==> src/rtl/key_debouncer_pkg.sv <==
// key_pkg: state encoding and default timing shared by the key debouncer files.
package key_pkg;
  typedef enum logic [1:0] {REL, WAIT_P, PRS, WAIT_R} key_state_t;
  localparam int KEY_DEBOUNCE_DEFAULT      = 500000;
  localparam int KEY_REPEAT_DELAY_DEFAULT  = 25000000;
  localparam int KEY_REPEAT_PERIOD_DEFAULT = 5000000;
endpackage

==> src/rtl/key_debouncer_if.sv <==
// key_debouncer_if: raw pins in, debounced level and press/release strobes out.
interface key_debouncer_if #(parameter int N_KEYS = 2);
  logic [N_KEYS-1:0] key_raw;
  logic [N_KEYS-1:0] key_level;
  logic [N_KEYS-1:0] key_press;
  logic [N_KEYS-1:0] key_release;
  modport master (output key_raw, input key_level, key_press, key_release);
  modport slave (input key_raw, output key_level, key_press, key_release);
endinterface

==> src/rtl/key_debouncer_chan.sv <==
// key_debounce_chan: one key's synchroniser, debounce FSM and counter.
// Build with KEY_AUTOREPEAT_EN to re-pulse o_press while the key stays held.
module key_debounce_chan
  import key_pkg::*;
#(
  parameter int DEBOUNCE_CYCLES = KEY_DEBOUNCE_DEFAULT,
  parameter int ACTIVE_LOW      = 1
`ifdef KEY_AUTOREPEAT_EN
  , parameter int REPEAT_DELAY  = KEY_REPEAT_DELAY_DEFAULT
  , parameter int REPEAT_PERIOD = KEY_REPEAT_PERIOD_DEFAULT
`endif
) (
  input  logic clk,
  input  logic reset_n,
  input  logic i_raw,
  output logic o_level,
  output logic o_press,
  output logic o_release
);
  localparam int CNT_W = $clog2(DEBOUNCE_CYCLES + 1);
  logic [1:0] r_sync;
  key_state_t r_state, w_next;
  logic [CNT_W-1:0] r_cnt, w_cnt_next;
  logic r_level, r_press, r_release;
  logic w_pin, w_sync, w_done, w_level, w_press, w_release, w_rpt_fire;
  assign w_pin  = (ACTIVE_LOW != 0) ? ~i_raw : i_raw;
  assign w_sync = r_sync[1];
  // The entry cycle counts as the first stable one, so the move fires one count early.
  assign w_done = r_cnt == CNT_W'(DEBOUNCE_CYCLES - 2);
  always_ff @(posedge clk or negedge reset_n)
    if (!reset_n) begin
      r_sync    <= '0;
      r_state   <= REL;
      r_cnt     <= '0;
      r_level   <= 1'b0;
      r_press   <= 1'b0;
      r_release <= 1'b0;
    end else begin
      r_sync    <= {r_sync[0], w_pin};
      r_state   <= w_next;
      r_cnt     <= w_cnt_next;
      r_level   <= w_level;
      r_press   <= w_press;
      r_release <= w_release;
    end
  always_comb begin
    w_next     = r_state;
    w_cnt_next = '0;
    case (r_state)
      REL:    w_next = w_sync ? WAIT_P : REL;
      WAIT_P: begin
        w_next     = !w_sync ? REL : w_done ? PRS : WAIT_P;
        w_cnt_next = (w_sync && !w_done) ? r_cnt + CNT_W'(1) : '0;
      end
      PRS:    w_next = w_sync ? PRS : WAIT_R;
      WAIT_R: begin
        w_next     = w_sync ? PRS : w_done ? REL : WAIT_R;
        w_cnt_next = (!w_sync && !w_done) ? r_cnt + CNT_W'(1) : '0;
      end
      default: w_next = REL;
    endcase
  end
  assign w_level = (w_next == PRS) || (w_next == WAIT_R);
  always_comb begin
    w_press   = ((r_state == WAIT_P) && (w_next == PRS)) || w_rpt_fire;
    w_release = (r_state == WAIT_R) && (w_next == REL);
  end
`ifdef KEY_AUTOREPEAT_EN
  localparam int RPT_W = $clog2(REPEAT_DELAY + 1);
  logic [RPT_W-1:0] r_rpt;
  assign w_rpt_fire = r_level && w_level && (r_rpt == RPT_W'(REPEAT_DELAY - 1));
  // Reloading to DELAY-PERIOD reuses one compare for the first and later repeats.
  always_ff @(posedge clk or negedge reset_n)
    if (!reset_n) r_rpt <= '0;
    else r_rpt <= !r_level ? '0 : w_rpt_fire ? RPT_W'(REPEAT_DELAY - REPEAT_PERIOD) : r_rpt + RPT_W'(1);
`else
  assign w_rpt_fire = 1'b0;
`endif
  assign o_level   = r_level;
  assign o_press   = r_press;
  assign o_release = r_release;
endmodule

==> src/rtl/key_debouncer.sv <==
// key_debouncer: N_KEYS independent debounced push-button channels.
// Build with KEY_AUTOREPEAT_EN to add held-key press repetition.
module key_debouncer
  import key_pkg::*;
#(
  parameter int N_KEYS          = 2,
  parameter int DEBOUNCE_CYCLES = KEY_DEBOUNCE_DEFAULT,
  parameter int ACTIVE_LOW      = 1
`ifdef KEY_AUTOREPEAT_EN
  , parameter int REPEAT_DELAY  = KEY_REPEAT_DELAY_DEFAULT
  , parameter int REPEAT_PERIOD = KEY_REPEAT_PERIOD_DEFAULT
`endif
) (
  input logic clk,
  input logic reset_n,
  key_debouncer_if.slave bus
);
  for (genvar k = 0; k < N_KEYS; k++) begin : gen_chan
    key_debounce_chan #(
      .DEBOUNCE_CYCLES(DEBOUNCE_CYCLES),
      .ACTIVE_LOW(ACTIVE_LOW)
`ifdef KEY_AUTOREPEAT_EN
      , .REPEAT_DELAY(REPEAT_DELAY)
      , .REPEAT_PERIOD(REPEAT_PERIOD)
`endif
    ) u_chan (
      .clk(clk),
      .reset_n(reset_n),
      .i_raw(bus.key_raw[k]),
      .o_level(bus.key_level[k]),
      .o_press(bus.key_press[k]),
      .o_release(bus.key_release[k])
    );
  end
endmodule

==> src/flat_wrapper.sv <==
// flat-port wrapper written by rule: the top's interface ports become plain ports
module key_debouncer_flat import key_pkg::*;
#(
  parameter int N_KEYS          = 2,
  parameter int DEBOUNCE_CYCLES = KEY_DEBOUNCE_DEFAULT,
  parameter int ACTIVE_LOW      = 1

)
  (clk, reset_n, bus_key_raw, bus_key_level, bus_key_press, bus_key_release);
  key_debouncer_if #(.N_KEYS(N_KEYS)) bus_i ();
  input logic clk;
  input logic reset_n;
  input wire logic [$bits(bus_i.key_raw)-1:0] bus_key_raw;
  output wire logic [$bits(bus_i.key_level)-1:0] bus_key_level;
  output wire logic [$bits(bus_i.key_press)-1:0] bus_key_press;
  output wire logic [$bits(bus_i.key_release)-1:0] bus_key_release;
  assign bus_i.key_raw = bus_key_raw;
  assign bus_key_level = bus_i.key_level;
  assign bus_key_press = bus_i.key_press;
  assign bus_key_release = bus_i.key_release;
  key_debouncer #(.N_KEYS(N_KEYS), .DEBOUNCE_CYCLES(DEBOUNCE_CYCLES), .ACTIVE_LOW(ACTIVE_LOW)) u_core (.clk(clk), .reset_n(reset_n), .bus(bus_i));
endmodule
==> config.mk <==
export PLATFORM = sky130hd
export DESIGN_NAME = key_debouncer_flat
export DESIGN_NICKNAME = d
export VERILOG_FILES = /design/src/rtl/key_debouncer_pkg.sv /design/src/rtl/key_debouncer_if.sv /design/src/rtl/key_debouncer_chan.sv /design/src/rtl/key_debouncer.sv /design/src/flat_wrapper.sv
export SDC_FILE = /design/constraint.sdc
export NUM_CORES = 1
export LEC_CHECK = 0
export CAP_MARGIN = 15
export CORE_UTILIZATION = 62
export CTS_CLUSTER_SIZE = 8
export DETAILED_ROUTE_END_ITERATION = 10
export DONT_BUFFER_PORTS = 1
export GPL_TIMING_DRIVEN = 0
export PLACE_DENSITY = 0.89
export SYNTH_ARGS = -nofsm -noshare
export SYNTH_HDL_FRONTEND = slang
export SYNTH_SLANG_ARGS = --single-unit
==> constraint.sdc <==
create_clock -name clk -period 2.25 [get_ports clk]
set_input_delay 0.45 -clock clk [delete_from_list [all_inputs] [get_ports clk]]
set_output_delay 0.45 -clock clk [all_outputs]
set_load 0.01 [all_outputs]
== After elaboration in Yosys (flattened, before gate mapping) ==
Cells that the tools add are included.

* Register bits: 52

* Add/subtract/negate cells: 2
* Equal/unequal tests: 12
* Muxes and demuxes: 20
* Bitwise gates (word level): 2
* Reductions and logical operators: 18

{| class="wikitable"
|+ Operator list
! operator !! number
|-
| two-way mux 19 bit || 4
|-
| one-hot mux 19 bit (2 select lines) || 2
|-
| adder 19 x 1 -> 19 bit, second input constant || 2
|-
| equality test 19 bit, second input constant || 2
|-
| equality test 2 bit, second input constant || 8
|-
| two-way mux 2 bit || 8
|-
| one-hot mux 2 bit (4 select lines) || 2
|-
| logical AND 1 bit || 8
|-
| logical NOT 2 bit || 4
|-
| equality test 2 x 1 -> 1 bit, second input constant || 2
|-
| logical NOT 1 bit || 4
|-
| two-way mux 1 bit || 4
|-
| logical OR 1 bit || 2
|-
| NOT 1 bit || 2
|}

== Depth between registers and ports, before layout ==
Gate-level depths: netlist of the first run.

* Word-level depth: 6
* Depth in mapped cells: 8

== Hierarchy ==
Synthesis of the first run repeated with hierarchy kept, for this count alone.

* Cell total of the unflattened synthesis: 230
* Area total of the unflattened synthesis: 2487.4 um^2

{| class="wikitable"
|+ By module, submodules not included
! module !! times used !! cells each !! area each (um^2) !! seq. area each (um^2)
|-
| key_debounce_chan || 2 || 115 || 1243.7 || 650.6
|}

== Worst setup path after synthesis of the first run ==
No wires, ideal clock.

* Path kind: reg-to-reg
* Start: register u_core.gen_chan[1].u_chan.r_cnt[0]
* End: register u_core.gen_chan[1].u_chan.r_cnt[11]
* Setup time: 0.121 ns
* Arrival time: 1.714 ns
* Slack: 0.415 ns
* Stages on the path, launching flop included: 9
* Cell sequence: dfrtp_1 -> inv_1 -> ha_1 -> or4b_1 -> nor3_1 -> a21o_1 -> buf_2 -> buf_2 -> nor2_1

* Cells in the longest elaborated chain, start to end: 5
* Elaborated cells between the ends (all ways): 8
* Classes of those cells: add/sub: 1; eq/ne: 1; mux: 3; reduce/logical: 3

{| class="wikitable"
|+ Ends and longest elaborated chain
! element !! line !! text
|-
| from (decl) || key_debouncer_chan.sv:23 || <nowiki>logic [CNT_W-1:0] r_cnt, w_cnt_next;</nowiki>
|-
| from (signal assigned) || key_debouncer_chan.sv:41 || <nowiki>r_cnt <= w_cnt_next;</nowiki>
|-
| parallel branches: the longest is 4 deep, another holds adder 19 x 1 -> 19 bit || -- ||
|-
| one-hot mux 19 bit (2 select lines) * || key_debouncer_chan.sv:49 || <nowiki>case (r_state)</nowiki>
|-
| net u_core.gen_chan[1].u_chan.w_cnt_next[11] || key_debouncer_chan.sv:23 ||
|}

Mark *: on every way through the listed nets, which the timed path passes.

== Worst setup path after layout of the first run ==
* Start: register u_core.gen_chan[1].u_chan.r_cnt[0]
* End: register u_core.gen_chan[1].u_chan.r_cnt[7]

The elaborated chain is that of the path after synthesis.

==> summary.log, run 1 <==
[pwr] LEAKAGE 1.11 nW
[global_route] Overall Global Routing Usage 24.4%
[setup_path] largest delay contributor family on the critical path simple AND/OR/NAND/NOR gates
[flow_run] MaxCap Viol Count 0
[floorplanning] die outline height 65.1 um
[timing] Worst slew margin 62.1%
[min_path] kind of path behind the tightest hold check in2reg
[timing] slew of the pin with the lowest slew margin 0.564 ns
[setup_path] CP cell instances inv_1, ha_1, or4b_1, nor3_2, a21o_1, buf_2, buf_2, nor2_1
[global_route] wire length of the first global-routing pass 7750 um
[synth] compound-cell area share of the yosys netlist 5.42%
[synth] average instance area after synthesis 10.3 um2
[global_route] pin count of the biggest net entering global routing 53
[placed_design] area post-placement 2530 um2
[route] Vias 1765
[route] iteration-0 DRC count of the detailed router 168
[setup_path] crit-path max cell delay 0.46 ns
[route] number of design rule violations left after detail routing 0
[final_layout] n_diodes 0
[setup_path] crit end category flip-flop
[route] WL final 4500 um
[synth] post-synthesis register bit count 52
[synth] area share of the largest cell type after synthesis 52.7%
[floorplanning] Die ar. 4240 um2
[status] outcome finished clean
[setup_path] cell seen most often among critical-path stages buf_2
[setup_path] startpoint kind of the worst setup timing path flip-flop
[setup_path] CP max-delay cell or4b_1
[setup_path] Worst Path Arrival 2.32 ns
[synth] distinct cell type count after synthesis 34
[cts] Sink Count 52
[cts] CTS H-Tree Depth 2
[cts] TritonCTS clock tree yes
[route] detailed-router iteration count before antenna repair 4
[cts] clock latency on the worst-skew pair 0.30 ns
[pwr] overall power after layout 1.69 mW
[synth] largest family of logic cells by synthesized area simple AND/OR/NAND/NOR gates
[cts] number of CTS-inserted buffers 5
[synth] Seq/Total Area, Yosys 52.7%
[timing] final slew viol count 0
[timing] setup TNS 0 ns
[placed_design] final HPWL from detailed placement 2940 um
[final_layout] Nets 256
[synth] Primary FF master, synth dfrtp_1
[timing] final hold violations 0
[global_route] GR Overflow Total 0
[synth] post-synthesis instance total 239
[final_layout] layout overhead on the synthesized area 9.52%
[timing] final critical-path share of the clock period 94.9%
[setup_path] number of buffer and inverter stages on the critical path 3
[synth] EDFF count, synth 0
[timing] final critical-path required period 2.14 ns
[timing] worst-case hold slack 0.195 ns
[pwr] power per unit of standard cell area 624 nW/um2
[setup_path] Setup CP Type reg2reg
[synth] simple-gate area share of the yosys netlist 24.1%
[synth] fraction of registers with async set/reset 100%
[cts] clock tree buffer depth 2
[route] remaining antenna violation count after routing 0
[placed_design] Port Buffer Count 0
[floorplanning] Initial Utilization 66.0%
[final_layout] final std cells w/o fill 297
[cts] CTS clk-pin slew, worst paths 0.09 ns
[floorplanning] Boundary Pins 10
[pwr] Max IR drop VDD 0.381 mV
[global_route] antenna violations before repair 0
[route] via density per instance 5.94
[placed_design] GPL Wtd Cong 0.799
[floorplanning] core footprint 3740 um2
[floorplanning] # rows 22
[floorplanning] Die W 65.1 um
[cts] root buffer cell clkbuf_8
[synth] synthesized cell area 2470 um2
[timing] count of final setup violators 0
[setup_path] critical path peak fanout 10
[synth] adder and majority cell fraction of the synthesized area 2.03%
[synth] largest cells by area after synthesis dfrtp_1 (53%), xnor2_1 (5.7%), nor2_1 (5.0%)
[synth] Post-Synthesis Net Count 247
[placed_design] placed cells 287
[synth] mux share of post-synthesis cell area 1.82%
[setup_path] Crit path required time 2.44 ns
[final_layout] fin area 2710 um2
[timing] highest achievable clock rate 468 MHz
[global_route] number of global-route vias before repair 1732
[timing] clock skew 0.00558 ns
[route] average wire per cell in the routed design 15.2 um
[synth] warning count from the yosys run 0
[final_layout] share of layout cells above drive strength 1 13.3%
[synth] cell accounting for the most synthesized area dfrtp_1
[synth] share of the synthesized netlist area taken by xor and xnor gates 9.22%
-- cell usage in the layout, fill, tap and decap left out, types with 7 or more instances in the layout --
master	n
xnor2_1	16
nor3_1	7
nor2_1	33
a21oi_1	9
inv_1	11
nand2_1	13
dfrtp_1	52
nand3_1	15
clkbuf_8	7
nand4_1	7
xor2_1	10
-- per-stage QoR --
stage          util [%]  setup slack (ns)
3_3_place_gp       67.6             0.167
2_1_floorplan         -             0.415
5_1_grt            72.3          -0.00764
4_1_cts            71.7            0.0719
3_5_place_dp       67.6             0.140
6_report           72.3             0.114
-- flip-flops by register name, indices dropped and copies added (netlist names) --
signal / flops
u_core.gen_chan.u_chan.o_press: 2
u_core.gen_chan.u_chan.r_cnt: 38
u_core.gen_chan.u_chan.o_level: 2
u_core.gen_chan.u_chan.r_state: 4
u_core.gen_chan.u_chan.o_release: 2
u_core.gen_chan.u_chan.r_sync: 4
-- kinds of logic after synthesis --
kind of cell / Yosys count
AND/OR/NAND/NOR: 109
flip-flops: 52
XOR/XNOR: 26
AO/OA/AOI/OAI: 22
buffers and inverters: 22
multiplexers: 4
adder cells (fa/ha/maj): 4
-- synth_stat cells (4+ instances only) --
cell      n
a21oi_1   9
or3_1     6
ha_1      4
o21ai_0   5
or4_1     4
nand3_1  15
nor3_1    8
xnor2_1  16
buf_4     6
nand4_1   7
mux2_2    4
dfrtp_1  52
xor2_1   10
nor3b_1   4
inv_1    11
nor2_1   33
nand2_1  13
-- worst register-to-register path: cells and delay by family, from the launching register on --
family / cells / cell delay, ns
simple gates: 3 / 0.76
flops: 1 / 0.43
fa+ha+maj: 1 / 0.15
compound gates: 1 / 0.15
buf+inv: 3 / 0.53
-- report_power, final --
group | total (mW) | internal, mW | leakage [nW] | switching, mW
logic | 0.0520 | 0.0168 | 0.331 | 0.0352
clock network | 0.685 | 0.392 | 0.0645 | 0.292
registers | 0.951 | 0.942 | 0.711 | 0.00832
total | 1.69 | 1.35 | 1.11 | 0.336
-- metal layers --
| layer | part of all wire (%) | vias to the layer above | GRT usage (%) |
|---|---|---|---|
| met5 | 0 | - | 0 |
| met4 | 2.0 | 0 | 10.6 |
| met3 | 3.9 | 12 | 5.90 |
| met2 | 49 | 58 | 38.8 |
| met1 | 45 | 855 | 31.8 |
| li1 | - | 840 | - |
-- path summary, 6_finish.rpt --
path                                                               startpoint                                             to  slack (ns)  depth (start not counted)
worst max-delay path             u_core.gen_chan[1].u_chan.r_cnt[0]$_DFF_PN0_   u_core.gen_chan[1].u_chan.r_cnt[7]$_DFF_PN0_        0.11                          8
worst min-delay path                                           bus_key_raw[1]  u_core.gen_chan[1].u_chan.r_sync[0]$_DFF_PN0_        0.20                          1
worst max register to register   u_core.gen_chan[1].u_chan.r_cnt[0]$_DFF_PN0_   u_core.gen_chan[1].u_chan.r_cnt[7]$_DFF_PN0_        0.11                          8
worst min register to register  u_core.gen_chan[0].u_chan.r_sync[0]$_DFF_PN0_  u_core.gen_chan[0].u_chan.r_sync[1]$_DFF_PN0_        0.36                          0
max in group asynchronous                                             reset_n  u_core.gen_chan[0].u_chan.r_sync[1]$_DFF_PN0_        1.39                          2
min in group asynchronous                                             reset_n   u_core.gen_chan[1].u_chan.r_cnt[1]$_DFF_PN0_        0.64                          2
-- final cells by class --
type | count | area, um2
sequential | 52 | 1300
multi-input combinational | 165 | 1060
clock buffer | 7 | 96.3
inverter | 11 | 41.3
fill | 250 | 1040
timing repair buffer | 2 | 37.5
buffer | 11 | 76.3
clock inverter | 1 | 30.0
tap | 48 | 60.1
-- repair_timing --
action                                  CTS  global route
endpoints found under the setup margin    0            11
hold buffers                              1             1
setup buffers                             0             0
hold endpoints to repair                 52             6
gates resized for setup                   0             2
No activity file was read; power rests on OpenSTA's default activity.
==> inputs of run 2 (changes only) <==
--- a/config.mk
+++ b/config.mk
@@ -6,12 +6,15 @@
 export NUM_CORES = 1
 export LEC_CHECK = 0
 export CAP_MARGIN = 15
-export CORE_UTILIZATION = 62
+export CELL_PAD_IN_SITES_DETAIL_PLACEMENT = 1
+export CELL_PAD_IN_SITES_GLOBAL_PLACEMENT = 2
+export CORE_ASPECT_RATIO = 0.75
+export CORE_UTILIZATION = 41
 export CTS_CLUSTER_SIZE = 8
 export DETAILED_ROUTE_END_ITERATION = 10
 export DONT_BUFFER_PORTS = 1
 export GPL_TIMING_DRIVEN = 0
-export PLACE_DENSITY = 0.89
+export PLACE_DENSITY = 0.88
 export SYNTH_ARGS = -nofsm -noshare
 export SYNTH_HDL_FRONTEND = slang
 export SYNTH_SLANG_ARGS = --single-unit
==> summary.log, run 2 (synthesis results as in run 1) <==
[pwr] Max IR drop VDD 0.218 mV
[pwr] total net switching power 0.374 mW
[placed_design] placed cells 317
[floorplanning] Boundary Pins 10
[final_layout] registers with the most flip-flops u_core.gen_chan.u_chan.r_cnt (38), u_core.gen_chan.u_chan.r_state (4), u_core.gen_chan.u_chan.r_sync (4)
[setup_path] crit end category flip-flop
[pwr] part of the total power dissipated in combinational logic 3.2%
[cts] Setup Buffers After CTS 0
[setup_path] critical path peak fanout 10
[min_path] kind of path behind the tightest hold check in2reg
[timing] final hold violations 0
[final_layout] fin area 2730 um2
[setup_path] R2R depth 8
[floorplanning] die outline height 69.2 um
[final_layout] final std cells w/o fill 327
[min_path] origin of the worst min-delay path bus_key_raw[1]
[timing] setup TNS 0 ns
[cts] CTS clk-pin slew, worst paths 0.10 ns
[cts] clock tree buffer depth 2
[cts] root buffer cell clkbuf_8
[floorplanning] core footprint 5830 um2
[floorplanning] Die W 91.6 um
[pwr] overall power after layout 1.67 mW
[route] detailed-router iteration count before antenna repair 4
[cts] TritonCTS clock tree yes
[cts] number of CTS-inserted buffers 5
[floorplanning] # rows 24
[timing] Worst slew margin 60.3%
[final_layout] most frequent cells in the layout dfrtp_1 (52), nor2_1 (33), xnor2_1 (16)
[cts] Sink Count 52
[timing] unrepaired setup endpoints after global routing no
[global_route] number of global-route vias before repair 1726
[floorplanning] Initial Utilization 42.4%
[pwr] sequential share of power 56.9%
[setup_path] Crit path required time 2.45 ns
[placed_design] GPL Wtd Cong 0.741
[placed_design] area post-placement 2570 um2
[global_route] wire length of the first global-routing pass 8940 um
[placed_design] Port Buffer Count 0
[placed_design] final HPWL from detailed placement 3490 um
[final_layout] Nets 256
[route] average wire per cell in the routed design 15.4 um
[cts] CTS H-Tree Depth 2
[timing] highest achievable clock rate 487 MHz
[final_layout] layout overhead on the synthesized area 10.5%
[global_route] pin count of the biggest net entering global routing 53
[timing] final critical-path required period 2.05 ns
[final_layout] most common library cell in the layout ignoring fill and taps dfrtp_1
[timing] final slew viol count 0
[global_route] antenna violations before repair 0
[setup_path] Worst Path Arrival 2.26 ns
[final_layout] Reg with most FFs u_core.gen_chan.u_chan.r_cnt
[setup_path] Setup CP Type reg2reg
[setup_path] r2r startpoint u_core.gen_chan[1].u_chan.r_cnt[0]$_DFF_PN0_
[pwr] LEAKAGE 1.10 nW
[setup_path] register-to-register setup slack 0.20 ns
[route] via density per instance 5.26
[final_layout] n_diodes 0
[timing] slew of the pin with the lowest slew margin 0.591 ns
[pwr] switching power share of the total 22.4%
[status] outcome finished clean
[setup_path] CP Launch Point u_core.gen_chan[1].u_chan.r_cnt[0]$_DFF_PN0_
[pwr] fraction of power consumed by the clock network 39.8%
[min_path] Worst Hold Path Cells 1
[route] WL final 5040 um
[final_layout] combined flip-flop and latch cell area 1300 um2
[final_layout] multi-input combinational cell area 1060 um2
[timing] clock skew 0.0120 ns
[pwr] power per unit of standard cell area 612 nW/um2
[route] remaining antenna violation count after routing 0
[final_layout] share of layout cells above drive strength 1 12.9%
[route] Vias 1721
[final_layout] flip-flop count of the largest register, all copies and words added 38
[pwr] internal power 1.30 mW
[final_layout] filler cell count in the final layout 669
[timing] final critical-path share of the clock period 91.3%
[flow_run] MaxCap Viol Count 0
[timing] count of final setup violators 0
[global_route] GR Overflow Total 0
[global_route] Overall Global Routing Usage 18.1%
[route] iteration-0 DRC count of the detailed router 72
[route] number of design rule violations left after detail routing 0
[floorplanning] Die ar. 6340 um2
[cts] clock latency on the worst-skew pair 0.32 ns
[setup_path] startpoint kind of the worst setup timing path flip-flop
## run 2: changes by cell type in the layout (fill, tap and decap cells not counted), sizes merged
cell,before,now
inv,11,12
buf,11,10
## run 2: repair_timing
| action | CTS | global route |
|---|---|---|
| hold endpoints to repair | 52 | 0 |
| gates resized for setup | 0 | 3 |
| setup endpoints to repair | 0 | 12 |
| hold buffers | 2 | 0 |
## run 2: worst paths after layout
path                                                                  to
setup / recovery            u_core.gen_chan[1].u_chan.r_cnt[5]$_DFF_PN0_
hold / removal             u_core.gen_chan[1].u_chan.r_sync[0]$_DFF_PN0_
setup reg to reg            u_core.gen_chan[1].u_chan.r_cnt[5]$_DFF_PN0_
hold reg to reg            u_core.gen_chan[0].u_chan.r_sync[1]$_DFF_PN0_
max in group asynchronous   u_core.gen_chan[1].u_chan.r_cnt[0]$_DFF_PN0_
min in group asynchronous  u_core.gen_chan[0].u_chan.r_cnt[17]$_DFF_PN0_
## run 2: routing by layer
| metal | wire length [um] | GRT usage (%) |
|---|---|---|
| met1 | 2670 | 27.5 |
| met2 | 2200 | 25.1 |
| met3 | 99 | 4.71 |
| met4 | 71 | 5.82 |
| met5 | 0 | 0 |
## run 2: power by group through the flow
stage                     registers (mW)  logic (mW)  clock network (mW)
after floorplan                    0.967      0.0218                   0
after global placement             0.969      0.0290                   0
after detailed placement           0.970      0.0293                   0
after CTS                          0.951      0.0563               0.690
after global routing               0.953      0.0636               0.727
final                              0.951      0.0542               0.665
## run 2: area by class of cell
type,instances,area share [%]
clock buffer,6,2.66
inverter,11,1.51
timing repair buffer,2,1.37
multi-input combinational,165,38.9
buffer,11,2.89
sequential,52,47.7
clock inverter,2,1.42
tap,78,3.57
## run 2: metrics by stage
stage	worst slack (ns)	hold slack (ns)	utilization [%]
6_report	0.195	0.170	46.9
5_1_grt	0.0476	0.156	46.9
4_1_cts	0.0571	0.155	46.6
3_5_place_dp	0.0850	0.155	44.1
3_3_place_gp	0.148	0.155	44.1
2_1_floorplan	0.415	0.154	-
## run 2: critical path, stage by stage, from the launching register on
cell	delay [ns]
dfrtp_1	0.43
inv_1	0.07
ha_1	0.16
or4b_1	0.45
nor3_2	0.16
a21o_1	0.14
buf_2	0.21
clkbuf_4	0.25
nor2_1	0.07
==> inputs of run 3 (changes only) <==
--- a/config.mk
+++ b/config.mk
@@ -5,6 +5,7 @@
 export SDC_FILE = /design/constraint.sdc
 export NUM_CORES = 1
 export LEC_CHECK = 0
+export ABC_CLOCK_PERIOD_IN_PS = 2250
 export CAP_MARGIN = 15
 export CELL_PAD_IN_SITES_DETAIL_PLACEMENT = 1
 export CELL_PAD_IN_SITES_GLOBAL_PLACEMENT = 2
@@ -14,7 +15,8 @@
 export DETAILED_ROUTE_END_ITERATION = 10
 export DONT_BUFFER_PORTS = 1
 export GPL_TIMING_DRIVEN = 0
-export PLACE_DENSITY = 0.88
+export MAX_ROUTING_LAYER = met4
+export PLACE_DENSITY_LB_ADDON = 0.12
 export SYNTH_ARGS = -nofsm -noshare
 export SYNTH_HDL_FRONTEND = slang
 export SYNTH_SLANG_ARGS = --single-unit
==> summary.log, run 3 (synthesis results as in run 1) <==
[setup_path] R2R depth 8
[timing] final critical-path share of the clock period 91.3%
[floorplanning] core footprint 5830 um2
[timing] final slew viol count 0
[pwr] Max IR drop VDD 0.325 mV
[min_path] kind of path behind the tightest hold check in2reg
[pwr] part of the total power dissipated in combinational logic 3.5%
[final_layout] layout overhead on the synthesized area 10.2%
[floorplanning] Boundary Pins 10
[cts] TritonCTS clock tree yes
[global_route] Overall Global Routing Usage 18.4%
[route] WL final 4920 um
[floorplanning] Initial Utilization 42.4%
[setup_path] crit-path max cell delay 0.46 ns
[pwr] sequential share of power 60.4%
[cts] Sink Count 52
[timing] count of final setup violators 0
[timing] final hold violations 0
[route] iteration-0 DRC count of the detailed router 85
[setup_path] Crit path required time 2.46 ns
[final_layout] most frequent cells in the layout dfrtp_1 (52), nor2_1 (33), xnor2_1 (16)
[setup_path] Setup CP Type reg2reg
[final_layout] Reg with most FFs u_core.gen_chan.u_chan.r_cnt
[pwr] internal power 1.19 mW
[pwr] switching power share of the total 24.3%
[status] outcome finished clean
[cts] clock tree buffer depth 2
[final_layout] core occupancy in the finished layout 46.7%
[global_route] GR Overflow Total 0
[route] number of design rule violations left after detail routing 0
[route] Vias 1694
[pwr] fraction of power consumed by the clock network 36.0%
[placed_design] final HPWL from detailed placement 3390 um
[final_layout] flip-flop count of the largest register, all copies and words added 38
[pwr] power per unit of standard cell area 578 nW/um2
[setup_path] startpoint kind of the worst setup timing path flip-flop
[pwr] LEAKAGE 1.09 nW
[cts] root buffer cell clkbuf_8
[cts] clock latency on the worst-skew pair 0.31 ns
[setup_path] critical path peak fanout 10
[cts] CTS clk-pin slew, worst paths 0.10 ns
[global_route] pin count of the biggest net entering global routing 53
[setup_path] register-to-register setup slack 0.20 ns
[global_route] antenna violations before repair 0
[timing] final critical-path required period 2.05 ns
[final_layout] fin area 2720 um2
[min_path] Worst Hold Path Cells 1
[cts] number of CTS-inserted buffers 5
[route] average wire per cell in the routed design 15.0 um
[floorplanning] Die ar. 6340 um2
[final_layout] Nets 256
[timing] setup TNS 0 ns
[min_path] origin of the worst min-delay path bus_key_raw[1]
[setup_path] CP cell instances inv_1, ha_1, or4b_1, nor3_2, a21o_1, buf_2, buf_4, nor2_1
[timing] Worst slew margin 62.9%
[flow_run] MaxCap Viol Count 0
[timing] clock skew 0.00626 ns
[pwr] total net switching power 0.383 mW
[final_layout] n_diodes 0
[setup_path] crit end category flip-flop
[timing] unrepaired setup endpoints after global routing no
[min_path] Endpoint, Worst Hold u_core.gen_chan[1].u_chan.r_sync[0]$_DFF_PN0_
[timing] slew of the pin with the lowest slew margin 0.552 ns
[floorplanning] # rows 24
[route] remaining antenna violation count after routing 0
[placed_design] Port Buffer Count 0
[final_layout] registers with the most flip-flops u_core.gen_chan.u_chan.r_cnt (38), u_core.gen_chan.u_chan.r_state (4), u_core.gen_chan.u_chan.r_sync (4)
[global_route] wire length of the first global-routing pass 8850 um
[route] via density per instance 5.18
[setup_path] Worst Path Arrival 2.26 ns
[setup_path] CP max-delay cell or4b_1
[timing] highest achievable clock rate 487 MHz
[timing] worst-case hold slack 0.184 ns
[route] detailed-router iteration count before antenna repair 4
[final_layout] most common library cell in the layout ignoring fill and taps dfrtp_1
[placed_design] area post-placement 2570 um2
[floorplanning] Die W 91.6 um
[cts] CTS H-Tree Depth 2
[setup_path] Reg-to-Reg End u_core.gen_chan[1].u_chan.r_cnt[6]$_DFF_PN0_
[floorplanning] die outline height 69.2 um
[placed_design] GPL Wtd Cong 0.726
[global_route] number of global-route vias before repair 1859
[setup_path] r2r startpoint u_core.gen_chan[1].u_chan.r_cnt[0]$_DFF_PN0_
[final_layout] share of layout cells above drive strength 1 13.3%
-- run 3: how the worst max path moves through the flow --
stage	slack, ns	cells past startpoint	end	start
6_report	0.20	8	u_core.gen_chan[1].u_chan.r_cnt[6]$_DFF_PN0_	u_core.gen_chan[1].u_chan.r_cnt[0]$_DFF_PN0_
3_3_place_gp	0.09	8	u_core.gen_chan[1].u_chan.r_cnt[7]$_DFF_PN0_	u_core.gen_chan[1].u_chan.r_cnt[0]$_DFF_PN0_
5_1_grt	0.03	8	u_core.gen_chan[1].u_chan.r_cnt[6]$_DFF_PN0_	u_core.gen_chan[1].u_chan.r_cnt[0]$_DFF_PN0_
4_1_cts	0.02	8	u_core.gen_chan[1].u_chan.r_cnt[6]$_DFF_PN0_	u_core.gen_chan[1].u_chan.r_cnt[0]$_DFF_PN0_
3_5_place_dp	0.03	8	u_core.gen_chan[1].u_chan.r_cnt[6]$_DFF_PN0_	u_core.gen_chan[1].u_chan.r_cnt[0]$_DFF_PN0_
2_1_floorplan	0.41	8	u_core.gen_chan[1].u_chan.r_cnt[11]$_DFF_PN0_	u_core.gen_chan[1].u_chan.r_cnt[0]$_DFF_PN0_
-- run 3: through the flow --
step	power [mW]	cells	setup WS, ns
floorplan	0.989	239	0.415
global placement	0.999	317	0.0937
detailed placement	1.00	317	0.0316
CTS	1.61	327	0.0231
global route	1.64	327	0.0290
finish	1.57	327	0.195
-- run 3: layer usage --
metal / track usage, % / routed length, um / part of all wire [%] / vias up
met5: - / 0 / 0 / -
met4: 6.88 / 65 / 1.3 / 0
met3: 4.17 / 125 / 2.5 / 6
met2: 25.8 / 2080 / 42 / 17
met1: 26.0 / 2650 / 54 / 836
li1: - / - / - / 835
-- run 3: power groups by stage --
stage / sequential, mW / combinational (mW) / clock, mW
global route: 0.953 / 0.0645 / 0.626
detailed placement: 0.970 / 0.0305 / 0
floorplan: 0.967 / 0.0218 / 0
global placement: 0.969 / 0.0292 / 0
CTS: 0.951 / 0.0580 / 0.606
finish: 0.951 / 0.0551 / 0.567
-- run 3: repair_timing --
item | in CTS | in global routing
buffers inserted | 0 | 0
hold buffers | 2 | 0
endpoints found under the hold margin | 52 | 0
endpoints found under the setup margin | 0 | 21
resized for setup | 0 | 5
-- run 3: layout make-up --
type,instances,area (um2)
Inverter,11,41.3
Timing Repair Buffer,2,37.5
Fill cell,668,3100
Tap cell,78,97.6
Clock inverter,3,26.3
Multi-Input combinational cell,165,1070
Buffer,11,78.8
Sequential cell,52,1300
Clock buffer,5,68.8
-- run 3: critical path: cells and delay by family, from the launching register on --
family          cells  cell delay (ns)
simple gates        3             0.70
buf+inv             3             0.53
flops               1             0.44
fa+ha+maj           1             0.16
compound gates      1             0.14
